--- config.mk ---
export PLATFORM = sky130hd
export DESIGN_NAME = lc3_mem_ctrl
export DESIGN_NICKNAME = d
export VERILOG_FILES = /design/src/rtl/lc3_pkg.sv /design/src/rtl/lc3_io_regs.sv /design/src/rtl/lc3_mem_ctrl.sv
export SDC_FILE = /design/constraint.sdc
export NUM_CORES = 1
export LEC_CHECK = 0
export ABC_AREA = 1
export CAP_MARGIN = 20
export CELL_PAD_IN_SITES_DETAIL_PLACEMENT = 0
export CELL_PAD_IN_SITES_GLOBAL_PLACEMENT = 1
export CORE_MARGIN = 2
export CORE_UTILIZATION = 29
export DETAILED_ROUTE_END_ITERATION = 8
export PLACE_DENSITY_LB_ADDON = 0.1
export SLEW_MARGIN = 20
export SYNTH_ARGS = -nofsm -noshare
export SYNTH_HDL_FRONTEND = slang
export SYNTH_SLANG_ARGS = --single-unit
export TNS_END_PERCENT = 1
--- constraint.sdc ---
create_clock -name clk -period 2 [get_ports clk]
set_input_delay 0.6 -clock clk [delete_from_list [all_inputs] [get_ports clk]]
set_output_delay 0.6 -clock clk [all_outputs]
set_load 0.01 [all_outputs]
--- src/rtl/lc3_pkg.sv ---
// Shared constants for the LC-3 memory/IO interface: FSM encoding,
// device register addresses, data width and the timeout fill word.
package lc3_pkg;

  localparam int DATA_W = 16;

  localparam logic [1:0] S_IDLE = 2'd0;
  localparam logic [1:0] S_MEM  = 2'd1;
  localparam logic [1:0] S_DEV  = 2'd2;
  localparam logic [1:0] S_DONE = 2'd3;

  localparam logic [DATA_W-1:0] KBSR_A    = 16'hFE00;
  localparam logic [DATA_W-1:0] KBDR_A    = 16'hFE02;
  localparam logic [DATA_W-1:0] DSR_A     = 16'hFE04;
  localparam logic [DATA_W-1:0] DDR_A     = 16'hFE06;
  localparam logic [DATA_W-1:0] DEAD_FILL = 16'hDEAD;

endpackage

--- src/rtl/lc3_io_regs.sv ---
// Memory-mapped keyboard/display registers with their external handshakes,
// accessed through one-cycle device read/write strobes.
module lc3_io_regs
  import lc3_pkg::*;
#(
  parameter logic [DATA_W-1:0] KBSR_ADDR = KBSR_A,
  parameter logic [DATA_W-1:0] KBDR_ADDR = KBDR_A,
  parameter logic [DATA_W-1:0] DSR_ADDR  = DSR_A,
  parameter logic [DATA_W-1:0] DDR_ADDR  = DDR_A
) (
  input  logic              clk,
  input  logic              reset,
  input  logic [DATA_W-1:0] addr,
  input  logic              dev_rd,
  input  logic              dev_wr,
  input  logic [7:0]        wdata,
  output logic [DATA_W-1:0] rdata,
  input  logic [7:0]        kb_data,
  input  logic              kb_strobe,
  output logic [7:0]        dsp_data,
  output logic              dsp_valid,
  input  logic              dsp_ready
);

  logic       kbsr_rdy;
  logic [7:0] kbdr;

  // A new keystroke outranks the clear caused by reading KBDR.
  always_ff @(posedge clk or posedge reset) begin
    if (reset) begin
      kbsr_rdy <= 1'b0;
      kbdr     <= '0;
    end else if (kb_strobe) begin
      kbsr_rdy <= 1'b1;
      kbdr     <= kb_data;
    end else if (dev_rd && addr == KBDR_ADDR) begin
      kbsr_rdy <= 1'b0;
    end
  end

  // A DDR write outranks the consumer handshake, so the new character stays pending.
  always_ff @(posedge clk or posedge reset) begin
    if (reset) begin
      dsp_valid <= 1'b0;
      dsp_data  <= '0;
    end else if (dev_wr && addr == DDR_ADDR) begin
      dsp_valid <= 1'b1;
      dsp_data  <= wdata;
    end else if (dsp_valid && dsp_ready) begin
      dsp_valid <= 1'b0;
    end
  end

  always_comb begin
    rdata = '0;
    if (addr == KBSR_ADDR)      rdata = {kbsr_rdy, 15'b0};
    else if (addr == KBDR_ADDR) rdata = {8'b0, kbdr};
    else if (addr == DSR_ADDR)  rdata = {~dsp_valid, 15'b0};
    else if (addr == DDR_ADDR)  rdata = {8'b0, dsp_data};
  end

endmodule

--- src/rtl/lc3_mem_ctrl.sv ---
// LC-3 MAR/MDR owner: sequences each MIO.EN access to SRAM (req/ack with
// timeout) or to the device registers, and pulses R on completion.
module lc3_mem_ctrl
  import lc3_pkg::*;
#(
  parameter int                TIMEOUT   = 64,
  parameter logic [DATA_W-1:0] KBSR_ADDR = KBSR_A,
  parameter logic [DATA_W-1:0] KBDR_ADDR = KBDR_A,
  parameter logic [DATA_W-1:0] DSR_ADDR  = DSR_A,
  parameter logic [DATA_W-1:0] DDR_ADDR  = DDR_A
) (
  input  logic              clk,
  input  logic              reset,
  input  logic [DATA_W-1:0] bus,
  input  logic              ld_mar,
  input  logic              ld_mdr,
  input  logic              mio_en,
  input  logic              r_w,
  output logic [DATA_W-1:0] mar,
  output logic [DATA_W-1:0] mdr,
  output logic              r,
  output logic              err,
  output logic              mem_req,
  output logic              mem_we,
  output logic [DATA_W-1:0] mem_addr,
  output logic [DATA_W-1:0] mem_wdata,
  input  logic [DATA_W-1:0] mem_rdata,
  input  logic              mem_ack,
  input  logic [7:0]        kb_data,
  input  logic              kb_strobe,
  output logic [7:0]        dsp_data,
  output logic              dsp_valid,
  input  logic              dsp_ready
);

  localparam int CNT_W = $clog2(TIMEOUT);

  logic [1:0]        state;
  logic              wr;
  logic [CNT_W-1:0]  cnt;
  logic              is_dev;
  logic              timeout;
  logic [DATA_W-1:0] dev_rdata;

  assign is_dev  = (mar == KBSR_ADDR) || (mar == KBDR_ADDR) ||
                   (mar == DSR_ADDR)  || (mar == DDR_ADDR);
  assign timeout = (cnt == CNT_W'(TIMEOUT - 1));

  assign r         = (state == S_DONE);
  assign mem_req   = (state == S_MEM);
  assign mem_we    = mem_req && wr;
  assign mem_addr  = mar;
  assign mem_wdata = mdr;

  // mio_en is only looked at in IDLE, so DONE always returns through IDLE.
  always_ff @(posedge clk or posedge reset) begin
    if (reset) begin
      state <= S_IDLE;
      wr    <= 1'b0;
      cnt   <= '0;
      err   <= 1'b0;
    end else begin
      case (state)
        S_IDLE: begin
          cnt <= '0;
          if (mio_en) begin
            wr    <= r_w;
            state <= is_dev ? S_DEV : S_MEM;
          end
        end
        S_MEM: begin
          if (mem_ack) begin
            state <= S_DONE;
          end else if (timeout) begin
            state <= S_DONE;
            err   <= 1'b1;
          end else begin
            cnt <= cnt + 1'b1;
          end
        end
        S_DEV:   state <= S_DONE;
        default: state <= S_IDLE;
      endcase
    end
  end

  always_ff @(posedge clk or posedge reset) begin
    if (reset) mar <= '0;
    else if (ld_mar) mar <= bus;
  end

  // The bus may only load MDR while no access owns it.
  always_ff @(posedge clk or posedge reset) begin
    if (reset) begin
      mdr <= '0;
    end else if (state == S_MEM) begin
      if (!wr && mem_ack)      mdr <= mem_rdata;
      else if (!wr && timeout) mdr <= DEAD_FILL;
    end else if (state == S_DEV) begin
      if (!wr) mdr <= dev_rdata;
    end else if (ld_mdr && !mio_en) begin
      mdr <= bus;
    end
  end

  lc3_io_regs #(
    .KBSR_ADDR (KBSR_ADDR),
    .KBDR_ADDR (KBDR_ADDR),
    .DSR_ADDR  (DSR_ADDR),
    .DDR_ADDR  (DDR_ADDR)
  ) u_io_regs (
    .clk       (clk),
    .reset     (reset),
    .addr      (mar),
    .dev_rd    ((state == S_DEV) && !wr),
    .dev_wr    ((state == S_DEV) && wr),
    .wdata     (mdr[7:0]),
    .rdata     (dev_rdata),
    .kb_data   (kb_data),
    .kb_strobe (kb_strobe),
    .dsp_data  (dsp_data),
    .dsp_valid (dsp_valid),
    .dsp_ready (dsp_ready)
  );

endmodule

## Word-level counts from Yosys, hierarchy flattened

Index checks and enable logic that the tools add are counted.

| operators by class | value |
|---|---|
| add/subtract/negate cells | 1 |
| multiply operators | 0 |
| divide/modulo/power cells | 0 |
| magnitude comparators | 0 |
| equal/unequal tests | 14 |
| shift operators | 0 |
| mux-type cells | 22 |
| bitwise gates (word level) | 2 |
| reductions and logical operators | 24 |

Operator list:

| cell | count |
|---|---|
| $mux W16 | 9 |
| $eq A16 B16 Y1 const B | 4 |
| $mux W6 | 2 |
| $pmux W6 S2 | 1 |
| $logic_and A1 B1 Y1 | 9 |
| $reduce_and A3 Y1 | 3 |
| $mux W2 | 4 |
| $mux W8 | 1 |
| $add A6 B1 Y6 const B | 1 |
| $eq A6 B6 Y1 const B | 1 |
| $ne A2 B2 Y1 const B | 3 |
| $ne A3 B1 Y1 const B | 2 |
| $pmux W2 S3 | 1 |
| $reduce_bool A2 Y1 | 3 |
| $eq A2 B2 Y1 const B | 2 |
| $mux W1 | 4 |
| $reduce_and A2 Y1 | 2 |
| $logic_or A1 B1 Y1 | 3 |
| $ne A3 B3 Y1 const B | 1 |
| $reduce_bool A3 Y1 | 1 |
| $eq A2 B1 Y1 const B | 1 |
| $logic_not A1 Y1 | 2 |
| $logic_not A2 Y1 | 1 |
| $not A1 Y1 | 2 |

| word-level totals | value |
|---|---|
| flip-flop bits (word level) | 60 |
| latch bits | 0 |
| bits in writable memories | 0 |
| bits in read-only memories | 0 |
| input port bits | 49 |
| output and inout port bits | 77 |
| word-level logic and storage cells | 73 |
| memories | 0 |

## Longest topological paths before layout

Gate-level depths: netlist of the first run.

| depth | value |
|---|---|
| depth in word-level cells | 8 |
| depth in mapped cells | 11 |
| gate-level depth less buffers | 10 |

## Modules after synthesis

From an unflattened synthesis of the first run, not the netlist that was laid out.

| second synthesis, totals | value |
|---|---|
| cell total of the unflattened synthesis | 452 |
| area, all modules | 3602.2 µm² |

Modules (own cells, without submodules):

| module | instances | cells an instance | area each (µm²) | seq. area each (µm²) |
|---|---|---|---|---|
| lc3_mem_ctrl | 1 | 299 | 2502.4 | 1051.0 |
| lc3_io_regs | 1 | 153 | 1099.8 | 450.4 |

## Worst setup path before layout of the first run

Ideal clock, no wire load.

| timing | value |
|---|---|
| path type | flip-flop to output port |
| from | register state[1] |
| to | output port mem_we |
| arrival | 1.197 ns |
| required time | 1.400 ns |
| setup slack | 0.203 ns |
| stages on the path, launching flop included | 6 |
| buffers on the path | 1 |
| cells stage by stage | dfrtp_1 inv_1 ha_1 clkbuf_1 nand2_1 inv_1 |

| on the way | value |
|---|---|
| cells in the longest elaborated chain, start to end | 2 |

RTL lines:

| element | RTL line | source |
|---|---|---|
| start, declared | lc3_mem_ctrl.sv:38 | `logic [1:0] state;` |
| start signal, assigned | lc3_mem_ctrl.sv:68 | `state <= is_dev ? S_DEV : S_MEM;` |
| $eq A2 B1 Y1 | lc3_mem_ctrl.sv:50 | `assign mem_req = (state == S_MEM);` |
| named net mem_req | lc3_mem_ctrl.sv:23 | `output logic mem_req,` |
| $logic_and A1 B1 Y1 | lc3_mem_ctrl.sv:51 | `assign mem_we = mem_req && wr;` |
| end, declared | lc3_mem_ctrl.sv:24 | `output logic mem_we,` |

The timed path passes the listed nets, and every way through them passes these cells.

## Final worst setup path of the first run

| timing | value |
|---|---|
| from | register mar[0] |
| to | output port mem_addr[0] |

RTL lines:

| element | RTL line | source |
|---|---|---|
| start, declared | lc3_mem_ctrl.sv:19 | `output logic [DATA_W-1:0] mar,` |
| start signal, assigned | lc3_mem_ctrl.sv:89 | `else if (ld_mar) mar <= bus;` |
| end, declared | lc3_mem_ctrl.sv:25 | `output logic [DATA_W-1:0] mem_addr,` |

No word-level cell between the ends.

==> flow_summary.ini, run 1 <==
[status]
status = complete, no violations

[logic_synthesis]
ys_types = 33
synth_top_flop_cell = dfrtp_1
postSynthCellCount = 410
seq_area_frac_synth_pct = 44.7
ys_ff_latch = 60
syn_nets = 464
synth_area_um2 = 3360
ys_async_sr_fraction_pct = 100
syn_avg_cell_area_um2 = 8.20
synth_edf_count = 0
yosys_warnings = 0

[critical_path]
critical_path.cell_chain = clkdlybuf4s50_1
r2r_end = mdr[7]
critical_path_peak_fanout = 5
start_kind = register
crit_cells = 1
crit_path_end = mem_addr[0]
crit_path_max_incr_delay_ns = 0.57
cp-end-kind = primary output
reg2reg_from = state[0]
critPathBufInv = 1
critical-path-slowest-cell = clkdlybuf4s50_1
reg2reg_slack_ns = 0.23
cp-startpoint = mar[0]
reg2reg_depth = 10
crit_type = reg -> out
critPathTopFamily = buffers and inverters
crit_arrival_ns = 1.34
required_ns = 1.40

[clocking]
clk_transition_reported_paths_ns = 0.06
clk_latency_ns = 0.33
cts_tree = built
cts_buffer_depth = 2
cts.htree.levels = 3
cts_sinks = 60
cts_setup_buffers = 0
cts-buffers-inserted = 9
cts_root_buf = clkbuf_16

[route]
met1_length_um = 4660
wl_met3_um = 554
vias = 3052
dr.max_layer_used = met4
drtPass1Iterations = 5
wl_per_cell_um = 15.2
viasPerCell = 4.60
wl_um = 10100
drc = 0
ant_nets = 0
drt_iter0_markers = 126
wl_met2_um = 4830

[cells_and_area]
nNetsFinal = 570
regArea_um2 = 1500
fill_cells = 1168
design_area_um2 = 4950
multi_input_area_um2 = 1450
diodes = 0
area_delta_synth_final_pct = 47.2
drive_gt1_share_pct = 13.2

[sta]
finClkSkew_ns = 0.00751
fin_crit_ns = 1.94
slew_violations = 0
rsz0062_at_grt = no
min_period_over_period_pct = 97.0
finalSetupViolations = 0
whs_ns = 0.477
tightest_slew_ns = 0.498
finalHoldViolCount = 0
layout_setup_ws_ns = 0.0601
slew_headroom_pct = 66.5
max_clock_freq_mhz = 515
tns_ns = 0

[power_and_ir_drop]
comb_power_share_pct = 46.6
power_density_nw_per_um2 = 1280
p_total_w = 0.00634
p_int_w = 0.00398
power_frac_seq_pct = 28.0
power_switching_w = 0.00236
clkPwrFrac_pct = 25.4
p_leak_nw = 2.19
vdd_ir_drop_max_mv = 0.556
switching_share_pct = 37.1

[place]
hpwlAfterDp_um = 7800
postPlaceCellArea_um2 = 4630
port_buffers = 125
dp_slack_ns = -0.0287
globalplace.congestion = 0.754

[die]
io_pins = 126
std_cell_rows = 39
core-area_um2 = 11400
die_y_um = 112
die_area_um2 = 12500
die_x_um = 112
start_util_pct = 29.6

[grt]
antenna_found_initial = 0
grt_usage_pct = 16.3
grt_max_degree = 61
grt_overflow = 0
grt_pass1_vias = 2872
grt_pass1_wl_um = 15800

[job]
maxCapViolations = 0

[hold_path]
hold_class = reg -> reg
timing repair:
item	4_1_cts	5_1_grt
hold endpoints to repair	0	0
hold buffers	0	0
setup endpoints to repair	3	4
resized for setup	4	3
cell usage after synthesis, drive strengths merged, types with 5 or more instances:
master / instances / share of area (%)
nand2: 104 / 12
dfrtp: 60 / 45
nor2: 49 / 6.4
nand3: 45 / 7.1
buf: 41 / 8.9
inv: 26 / 2.9
o21ai: 26 / 4.2
a21oi: 15 / 2.5
mux2: 13 / 4.4
a31oi: 7 / 1.3
nand4: 7 / 1.7
ha: 5 / 1.9
cell families (layout without fill, tap and decap cells):
logic type                 after synthesis  after routing  synth area share [%]
adders and majority gates                5              5                  1.86
DFF                                     60             60                  44.7
buffers and inverters                   72            183                  12.5
and+or+nand+nor                        209            209                  28.0
muxes                                   13             13                  4.35
AOI/OAI and AO/OA                       51             51                  8.60
per-stage QoR:
stage | util, % | cells
floorplan | - | 410
global placement | 40.7 | 648
detailed placement | 40.7 | 648
CTS | 43.4 | 664
global route | 43.5 | 664
finish | 43.5 | 664
placed cells by master, fill, tap and decap left out, types with 2 or more instances in the layout:
cell / count
a21oi_1: 13
a21oi_2: 2
a31oi_1: 7
buf_12: 3
buf_4: 11
clkbuf_16: 9
clkbuf_8: 2
clkdlybuf4s50_1: 122
clkinvlp_4: 3
dfrtp_1: 58
dfrtp_2: 2
dlygate4sd2_1: 3
ha_1: 4
inv_1: 22
inv_2: 3
mux2_2: 13
nand2_1: 100
nand2_2: 3
nand3_1: 42
nand3_2: 3
nand4_1: 6
nor2_1: 43
nor2_2: 3
nor2_4: 3
nor3_1: 3
o21ai_0: 20
o21ai_1: 5
area by class of cell:
cell class | instances | share of cell area, %
sequential | 60 | 30.4
multi-input combinational | 278 | 29.3
clock inverter | 5 | 1.19
inverter | 28 | 2.30
timing repair buffer | 139 | 28.1
tap | 143 | 3.61
clock buffer | 11 | 5.11
sequential cells by signal, summed over array words and instances, names as in the netlist:
register             count
cnt                      6
err                      1
mar                     16
mdr                     16
state                    2
u_io_regs.dsp_data       8
u_io_regs.dsp_valid      1
u_io_regs.kbdr           8
u_io_regs.kbsr_rdy       1
wr                       1
power by group through the flow:
stage / Combinational [W] / Sequential, W / Clock, W
2_1_floorplan: 0.00176 / 0.00183 / 0
3_3_place_gp: 0.00300 / 0.00178 / 0
3_5_place_dp: 0.00300 / 0.00180 / 0
4_1_cts: 0.00299 / 0.00178 / 0.00164
5_1_grt: 0.00327 / 0.00182 / 0.00172
6_report: 0.00295 / 0.00178 / 0.00161
metal layers:
metal  vias to the layer above  global-route usage (%)
met4                         0                    4.69
li1                       1528                       -
met2                       114                    26.5
met3                         7                    3.16
met1                      1403                    22.2
met5                         -                       0
worst min path at each step:
stage                                    to               from  slack (ns)  depth (start not counted)
after floorplan           u_io_regs.kbdr[1]  u_io_regs.kbdr[1]        0.44                          2
after global placement    u_io_regs.kbdr[7]  u_io_regs.kbdr[7]        0.46                          2
after detailed placement  u_io_regs.kbdr[5]  u_io_regs.kbdr[5]        0.47                          2
after CTS                 u_io_regs.kbdr[5]  u_io_regs.kbdr[5]        0.48                          2
after global routing      u_io_regs.kbdr[1]  u_io_regs.kbdr[1]        0.50                          2
final                     u_io_regs.kbdr[4]  u_io_regs.kbdr[4]        0.48                          2
No activity file was read; power rests on OpenSTA's default activity.
==> inputs of run 2 (changes only) <==
--- a/config.mk
+++ b/config.mk
@@ -11,6 +11,7 @@
 export CELL_PAD_IN_SITES_GLOBAL_PLACEMENT = 1
 export CORE_MARGIN = 2
 export CORE_UTILIZATION = 29
+export CTS_CLUSTER_DIAMETER = 60
 export DETAILED_ROUTE_END_ITERATION = 8
 export PLACE_DENSITY_LB_ADDON = 0.1
 export SLEW_MARGIN = 20
==> results of run 2 <==
Final layout, timing and power as in run 1 (identical DEF).
==> inputs of run 3 (changes only) <==
--- a/config.mk
+++ b/config.mk
@@ -5,12 +5,11 @@
 export SDC_FILE = /design/constraint.sdc
 export NUM_CORES = 1
 export LEC_CHECK = 0
-export ABC_AREA = 1
 export CAP_MARGIN = 20
 export CELL_PAD_IN_SITES_DETAIL_PLACEMENT = 0
-export CELL_PAD_IN_SITES_GLOBAL_PLACEMENT = 1
+export CELL_PAD_IN_SITES_GLOBAL_PLACEMENT = 2
 export CORE_MARGIN = 2
-export CORE_UTILIZATION = 29
+export CORE_UTILIZATION = 24
 export CTS_CLUSTER_DIAMETER = 60
 export DETAILED_ROUTE_END_ITERATION = 8
 export PLACE_DENSITY_LB_ADDON = 0.1
==> run 3 against run 2 <==
  * Total power grew 2.3%
  * Cell area up 1.0%
  * Sequential cell count unchanged
  * Area after synthesis shrank 4.9%
  * Die area up 14%
  * Sequential power down 2%
  * Core utilization shrank 5.5 points
  * Non-clock buffer count up 14
  * Largest power group unchanged
==> flow_summary.ini, run 3 <==
[cells_and_area]
diodes = 0
area_delta_synth_final_pct = 56.3
nNetsFinal = 453
mostFrequentLayoutCell = clkdlybuf4s50_1
design_area_um2 = 5000
layout_common_cells = clkdlybuf4s50_1, dfrtp_1, mux2_2, buf_4, o21ai_0
multi_input_area_um2 = 1400
regArea_um2 = 1500
fill_cells = 1357
largest_registers = mar: 16 flops, mdr: 16 flops
drive_gt1_share_pct = 25.7

[logic_synthesis]
ys_async_sr_fraction_pct = 100
post-synth-top-count-cell = dfrtp_1
syn_nets = 336
synth_edf_count = 0
synth_top_area_cell = dfrtp_1
ys_ff_latch = 60
seq_area_frac_synth_pct = 46.9
ys_types = 49
synth_top_cells_by_count = dfrtp_1, mux2_2, buf_4
synth_top_flop_cell = dfrtp_1
yosys_warnings = 0
netlist_top_cells_area = dfrtp_1, mux2_2, buf_4, o21ai_0, ha_1
synth_top_cell_area_share_pct = 46.9
postSynthCellCount = 282
syn_avg_cell_area_um2 = 11.3
synth_area_um2 = 3200

[die]
die_area_um2 = 14300
start_util_pct = 24.3
std_cell_rows = 42
io_pins = 126
die_y_um = 119
die_x_um = 119
core-area_um2 = 13100

[sta]
tns_ns = 0
tightest_slew_ns = 0.346
max_clock_freq_mhz = 515
min_period_over_period_pct = 97.1
slew_violations = 0
finClkSkew_ns = 0.00947
finalHoldViolCount = 0
finalSetupViolations = 0
slew_headroom_pct = 76.8
rsz0062_at_grt = yes
fin_crit_ns = 1.94

[clocking]
clk_transition_reported_paths_ns = 0.06
cts_tree = built
clk_latency_ns = 0.33
cts.htree.levels = 3
cts-buffers-inserted = 9
cts_root_buf = clkbuf_16
cts_sinks = 60
cts_buffer_depth = 2

[critical_path]
reg2reg_from = state[1]
critical_path_peak_fanout = 4
critical_path.cell_chain = clkdlybuf4s50_1
reg2reg_slack_ns = 0.15
r2r_end = mdr[7]
crit_arrival_ns = 1.34
reg2reg_depth = 9
cp-startpoint = mdr[3]
critical-path-slowest-cell = clkdlybuf4s50_1
crit_type = reg -> out
critPathBufInv = 1
critPathTopFamily = buffers and inverters
crit_path_max_incr_delay_ns = 0.58
required_ns = 1.40
cp-end-kind = primary output
start_kind = register

[power_and_ir_drop]
clkPwrFrac_pct = 26.2
power_frac_seq_pct = 26.8
p_leak_nw = 2.06
vdd_ir_drop_max_mv = 0.403
p_int_w = 0.00429
power_switching_w = 0.00220
switching_share_pct = 33.9
comb_power_share_pct = 47.0
power_density_nw_per_um2 = 1300
p_total_w = 0.00648

[grt]
grt_usage_pct = 14.8
antenna_found_initial = 0
grt_max_degree = 61
grt_pass1_wl_um = 15900
grt_pass1_vias = 2791
grt_overflow = 0

[place]
port_buffers = 125
globalplace.congestion = 0.724
postPlaceCellArea_um2 = 4630
hpwlAfterDp_um = 7390

[status]
status = complete, no violations

[route]
wl_per_cell_um = 17.0
viasPerCell = 4.53
drc = 0
wl_um = 9880
vias = 2629
drt_iter0_markers = 142
drtPass1Iterations = 4
ant_nets = 0

[hold_path]
whs_path_depth = 1
holdCritStartpoint = err
hold_class = reg -> reg
min_to = err

[job]
maxCapViolations = 0
run 3: changes by cell type in the layout (fill, tap and decap cells not counted), moves of 7 or more:
| cell | delta |
|---|---|
| buf_4 | +11 |
| nor2_1 | -33 |
| inv_1 | -17 |
| mux2_2 | +28 |
| nand2_1 | -95 |
| nor2b_1 | +7 |
| o21ai_0 | -7 |
| nand3_1 | -37 |
run 3: layer usage:
layer	part of all wire (%)	global-route usage, %	vias up
li1	-	-	1242
met1	47	21.0	1284
met2	45	21.8	96
met3	6.2	4.02	7
met4	1.3	5.15	0
met5	0	0	-
run 3: what timing repair did:
item | CTS | global route
gates resized for setup | 8 | 11
setup endpoints to repair | 4 | 18
hold buffers | 0 | 0
buffers inserted | 0 | 1
endpoints found under the hold margin | 0 | 0
run 3: kinds of logic (layout without fill, tap and decap cells):
group,count (synthesis),in the layout,synth area share (%)
muxes,45,45,15.7
adders and majority gates,5,5,1.96
buffers and inverters,53,175,10.2
AOI/OAI and AO/OA,64,64,14.0
and+or+nand+nor,54,54,10.9
xor gates and xnor gates,1,1,0.274
DFF,60,60,46.9
run 3: worst max path at each step:
stage | endpoint | slack, ns | cells after the start
5_1_grt | r | -0.009 | 3
4_1_cts | mdr[7] | -0.006 | 8
3_5_place_dp | mdr[5] | -0.32 | 6
6_report | mem_wdata[3] | 0.06 | 1
3_3_place_gp | mdr[2] | -0.27 | 6
2_1_floorplan | mem_we | -0.03 | 6
run 3: layout make-up:
type | instances | area share (%)
clock buffers | 10 | 4.78
clock inverters | 6 | 1.73
inverters | 6 | 0.526
multi-input cells | 169 | 28.1
flip-flops and latches | 60 | 30.1
well taps | 176 | 4.40
repair buffers | 153 | 30.5
run 3: metrics by stage:
stage | utilization (%) | instances | hold slack, ns | setup WS, ns
finish | 38.1 | 580 | 0.475 | 0.0582
floorplan | - | 282 | 0.470 | -0.0267
detailed placement | 35.3 | 563 | 0.470 | -0.316
global route | 38.1 | 580 | 0.496 | -0.00870
global placement | 35.3 | 563 | 0.463 | -0.267
CTS | 37.8 | 579 | 0.482 | -0.00578
run 3: power groups by stage:
stage	sequential [W]	clock (W)	combinational, W
2_1_floorplan	0.00179	0	0.00163
3_3_place_gp	0.00176	0	0.00303
3_5_place_dp	0.00176	0	0.00305
4_1_cts	0.00175	0.00175	0.00305
5_1_grt	0.00179	0.00181	0.00335
6_report	0.00174	0.00170	0.00305
==> edit 1 (flow settings as in run 3) <==
The parameter `TIMEOUT` goes from 64 to 128.
--- a/src/rtl/lc3_mem_ctrl.sv
+++ b/src/rtl/lc3_mem_ctrl.sv
@@ -4,5 +4,5 @@
   import lc3_pkg::*;
 #(
-  parameter int                TIMEOUT   = 64,
+  parameter int                TIMEOUT   = 128,
   parameter logic [DATA_W-1:0] KBSR_ADDR = KBSR_A,
   parameter logic [DATA_W-1:0] KBDR_ADDR = KBDR_A,
Check against the original RTL: no difference found for any inputs over 10 cycles, from zero or initial values and one cycle with reset high; that may be too few to reach the edited logic, so the function may still have changed.
==> edit 1 against run 3 <==
Synthesized area down 0.55%. Worst setup slack worse by 0.00065 ns. Power fell by 2.1%. Clock power is 19% lower. Hold slack got worse by 0.011 ns. Clock skew is 0.0039 ns lower. Sequential cell count is 1 higher. Routed wire length fell by 1.8%. First-iteration DRC count down 64%. Cell area decreased by 0.23%. Sequential share of layout area is 0.54 points higher. Largest cell class unchanged.
==> edit 1: results (changes against run 3) <==
[outcome]
status=finished, final reports clean  ; unchanged

[timing]
finalClockSkew_ns=0.00559  ; was 0.00947 ns
slew_headroom_pct=66.2  ; was 76.8%
holdWs_ns=0.465  ; was 0.475 ns

[final_layout]
fin_cells=578  ; was 580
n_fill_cell=1341  ; was 1357
layout-drive-gt1-share_pct=27.6  ; was 25.7%
nets=452  ; was 453
n_antenna_cell=0  ; unchanged

[logic_synthesis]
ys_top_cells_by_count=dfrtp_1 (61), mux2_2 (48), buf_4 (32)  ; was dfrtp_1 (60), mux2_2 (41), buf_4 (32)
synthAdderAreaFrac_pct=1.97  ; was 1.96%
synth-compound-area-share_pct=9.40  ; was 14.0%
ys_types=41  ; was 49
muxShareOfSynthArea_pct=20.8  ; was 15.7%
async_flop_share_pct=100  ; unchanged
ys_seq_area_share_pct=48.0  ; was 46.9%
synth-xor-area-share_pct=0.275  ; was 0.274%
synth_top_cells_by_area=dfrtp_1 (48%), mux2_2 (17%), buf_4 (7.6%)  ; was dfrtp_1 (47%), mux2_2 (14%), buf_4 (7.5%)

[placed_design]
place_area_um2=4660  ; was 4630 um2
place_ws_ns=-0.338  ; was -0.316 ns
dp_cells=562  ; was 563
place.gp.congestion=0.741  ; was 0.724
dp_hpwl_um=7210  ; was 7390 um

[clock_network]
numCtsBuffers=9  ; unchanged

[global_routing]
grt_usage_pct=13.9  ; was 14.8%
grt_pass1_wl_um=15000  ; was 15900 um
grt_pass1_vias=2619  ; was 2791

[critical_path]
worst-path-max-fanout=3  ; was 4
reg2reg_to=mdr[3]  ; was mdr[7]
r2r_cells=8  ; was 9
cp_slowest_stage_delay_ns=0.53  ; was 0.58 ns
regToRegSetupSlack_ns=0.08  ; was 0.15 ns
timing.rr.start=state[0]  ; was state[1]

[power_and_ir_drop]
irDropWorstVdd_uv=472  ; was 403 uV
p_leak_nw=2.17  ; was 2.06 nW

[detailed_routing]
detail_route.vias_per_cell=4.38  ; was 4.53
wl_per_cell_um=16.8  ; was 17.0 um

==> edit 1: changes by cell type in the layout (fill, tap and decap cells not counted), moves of 6 or more <==
cell,delta
a21oi_1,-7
mux2_2,+7
mux2i_1,+8
nand2_1,+15
nor2b_1,-6
nor3_1,-8
==> edit 1: worst max-delay path by stage <==
stage                          to  slack (ns)  cells after the start      from
final                      mar[3]        0.06                      2    mar[3]
after global routing       mar[3]       0.002                      2    mar[3]
after CTS                 mdr[10]       0.006                      6   mem_ack
after detailed placement   mdr[2]       -0.34                      6   mem_ack
after global placement     mdr[3]       -0.33                      6   mem_ack
after floorplan            mdr[0]        0.03                      7  state[1]
==> edit 1: power breakdown <==
part / internal [mW] / total, mW / switching (mW)
Sequential: 1.52 / 1.78 / 0.260
Combinational: 1.85 / 3.19 / 1.34
Clock: 0.861 / 1.38 / 0.518
==> edit 1: through the flow <==
stage / util [%] / TNS, ns
2_1_floorplan: - / 0
5_1_grt: 38.1 / 0
6_report: 38.1 / 0
3_3_place_gp: 35.6 / -6.31
4_1_cts: 37.7 / 0
3_5_place_dp: 35.6 / -6.43
==> edit 1: cell families after synthesis <==
| group | Yosys count |
|---|---|
| muxes | 60 |
| xor gates and xnor gates | 1 |
| adders and majority gates | 5 |
| and+or+nand+nor | 54 |
| DFF | 61 |
| buffers and inverters | 48 |
| AOI/OAI and AO/OA | 41 |
==> edit 1: worst register-to-register path, cell delays in order, from the launching register on <==
cell and delay (ns):
dfrtp_1 0.38, ha_2 0.20, buf_6 0.13, buf_6 0.13
and2b_1 0.16, o21a_1 0.14, nor2_4 0.16, clkbuf_16 0.19
mux2_2 0.33
==> edit 1: what timing repair did <==
action	CTS	global route
hold buffers	0	0
endpoints found under the setup margin	18	31
gates cloned	0	1
pin swaps	0	3
resized for setup	6	12
buffers inserted	0	0
==> edit 1: cell type report <==
class,instances,share of cell area (%)
clock buffer,13,5.02
clock inverter,2,0.201
inverter,7,0.602
multi-input combinational,161,27.6
sequential,61,30.6
tap,176,4.41
timing repair buffer,158,31.6
==> edit 1: per-layer routing <==
metal  up-vias  share of wire, %  GRT usage [%]
met5         -                 0              0
met2        76                48           21.4
met4         0              0.76           3.79
met3         5               4.7           3.93
li1       1202                 -              -
met1      1247                47           18.9
==> edit 2 (flow settings as in run 3) <==
Made on the original files. Put one more register stage on the output `err`. The value now appears one clock later. The other outputs are not delayed to match.
--- a/src/rtl/lc3_mem_ctrl.sv
+++ b/src/rtl/lc3_mem_ctrl.sv
@@ -36,4 +36,6 @@
   localparam int CNT_W = $clog2(TIMEOUT);
 
+  logic err_s0;
+
   logic [1:0]        state;
   logic              wr;
@@ -59,5 +61,5 @@
       wr    <= 1'b0;
       cnt   <= '0;
-      err   <= 1'b0;
+      err_s0 <= 1'b0;
     end else begin
       case (state)
@@ -74,5 +76,5 @@
           end else if (timeout) begin
             state <= S_DONE;
-            err   <= 1'b1;
+            err_s0 <= 1'b1;
           end else begin
             cnt <= cnt + 1'b1;
@@ -124,4 +126,8 @@
   );
 
+  always_ff @(posedge clk) begin
+    err <= err_s0;
+  end
+
 endmodule
 
Function: same outputs for any inputs over 10 cycles, from zero or initial values and one cycle with reset high; that may be too few to reach the edited logic, so the function may still have changed.
==> edit 2 against run 3 <==
Power fell by 1.2%. Sequential cell count rose by 1. Register-to-register slack got worse by 0.13 ns. Synthesized area rose by 0.63%. Sequential share of layout area rose by 0.32 points. Cell count rose by 0.69%. Cell area rose by 0.35%. Routed wire length rose by 3.3%. Worst setup slack got worse by 0.035 ns. Critical path type is now reg2reg. Critical endpoint is now mdr[6].
==> edit 2: results (changes against run 3) <==
[detailed_routing]
detail_route.vias_per_cell=4.46  ; was 4.53
drtIter0Drc=162  ; was 142
wl_met3_um=490  ; was 615 um
drt-total-wl_um=10200  ; was 9880 um
wl_met2_um=4710  ; was 4480 um
wl_met1_um=4830  ; was 4660 um

[critical_path]
cp_data_arrival_time_ns=2.20  ; was 1.34 ns
worst-path-max-fanout=7  ; was 4
slowest_stage=dfrtp_1  ; was clkdlybuf4s50_1

[global_routing]
grtUsageMet3_pct=3.75  ; was 4.02%
grt_util_met2_pct=22.9  ; was 21.8%
grt_max_degree=24  ; was 61
grt_pass1_wl_um=16200  ; was 15900 um
met1_usage_pct=20.2  ; was 21.0%

[logic_synthesis]
async_flop_share_pct=98.4  ; was 100%
synth-compound-area-share_pct=13.9  ; was 14.0%
synthAdderAreaFrac_pct=1.94  ; was 1.96%
synth_top_cells_by_area=dfrtp_1 (47%), mux2_2 (14%), buf_4 (7.5%)  ; unchanged
ys_seq_area_share_pct=47.3  ; was 46.9%
muxShareOfSynthArea_pct=15.6  ; was 15.7%
ys_types=50  ; was 49

[timing]
slew_headroom_pct=68.9  ; was 76.8%
finalClockSkew_ns=0.0132  ; was 0.00947 ns

[final_layout]
seq-cell-share_pct=30.4  ; was 30.1%
n_clock_buffer=13  ; was 10
layout-drive-gt1-share_pct=24.8  ; was 25.7%
clk_share_pct=6.06  ; was 6.51%

[outcome]
status=finished, final reports clean  ; unchanged

[power_and_ir_drop]
p_leak_nw=2.08  ; was 2.06 nW

[placed_design]
dp_hpwl_um=7950  ; was 7390 um

-- edit 2: cell count changes in the layout (fill, tap and decap cells not counted), moves of 2 or more --
cell,delta
a22oi_1,+2
a22oi_2,-2
buf_4,+2
clkbuf_1,+2
buf_12,+2
-- edit 2: worst paths after layout --
path	depth (start not counted)	slack, ns	endpoint	startpoint
setup reg to reg	8	0.02	mdr[6]	state[0]
hold reg to reg	0	0.40	err	err_s0
hold / removal	0	0.40	err	err_s0
setup / recovery	8	0.02	mdr[6]	state[0]
max in group asynchronous	3	0.88	mdr[9]	reset
min in group asynchronous	2	0.63	mdr[11]	reset
-- edit 2: stage by stage --
| step | power [mW] | cell area [um2] | std cells | util [%] |
|---|---|---|---|---|
| floorplan | 3.44 | 3220 | 283 | - |
| global placement | 4.86 | 4710 | 568 | 35.7 |
| detailed placement | 4.88 | 4710 | 568 | 35.7 |
| CTS | 6.49 | 5020 | 584 | 38.0 |
| global route | 6.83 | 5020 | 584 | 38.0 |
| finish | 6.41 | 5020 | 584 | 38.0 |
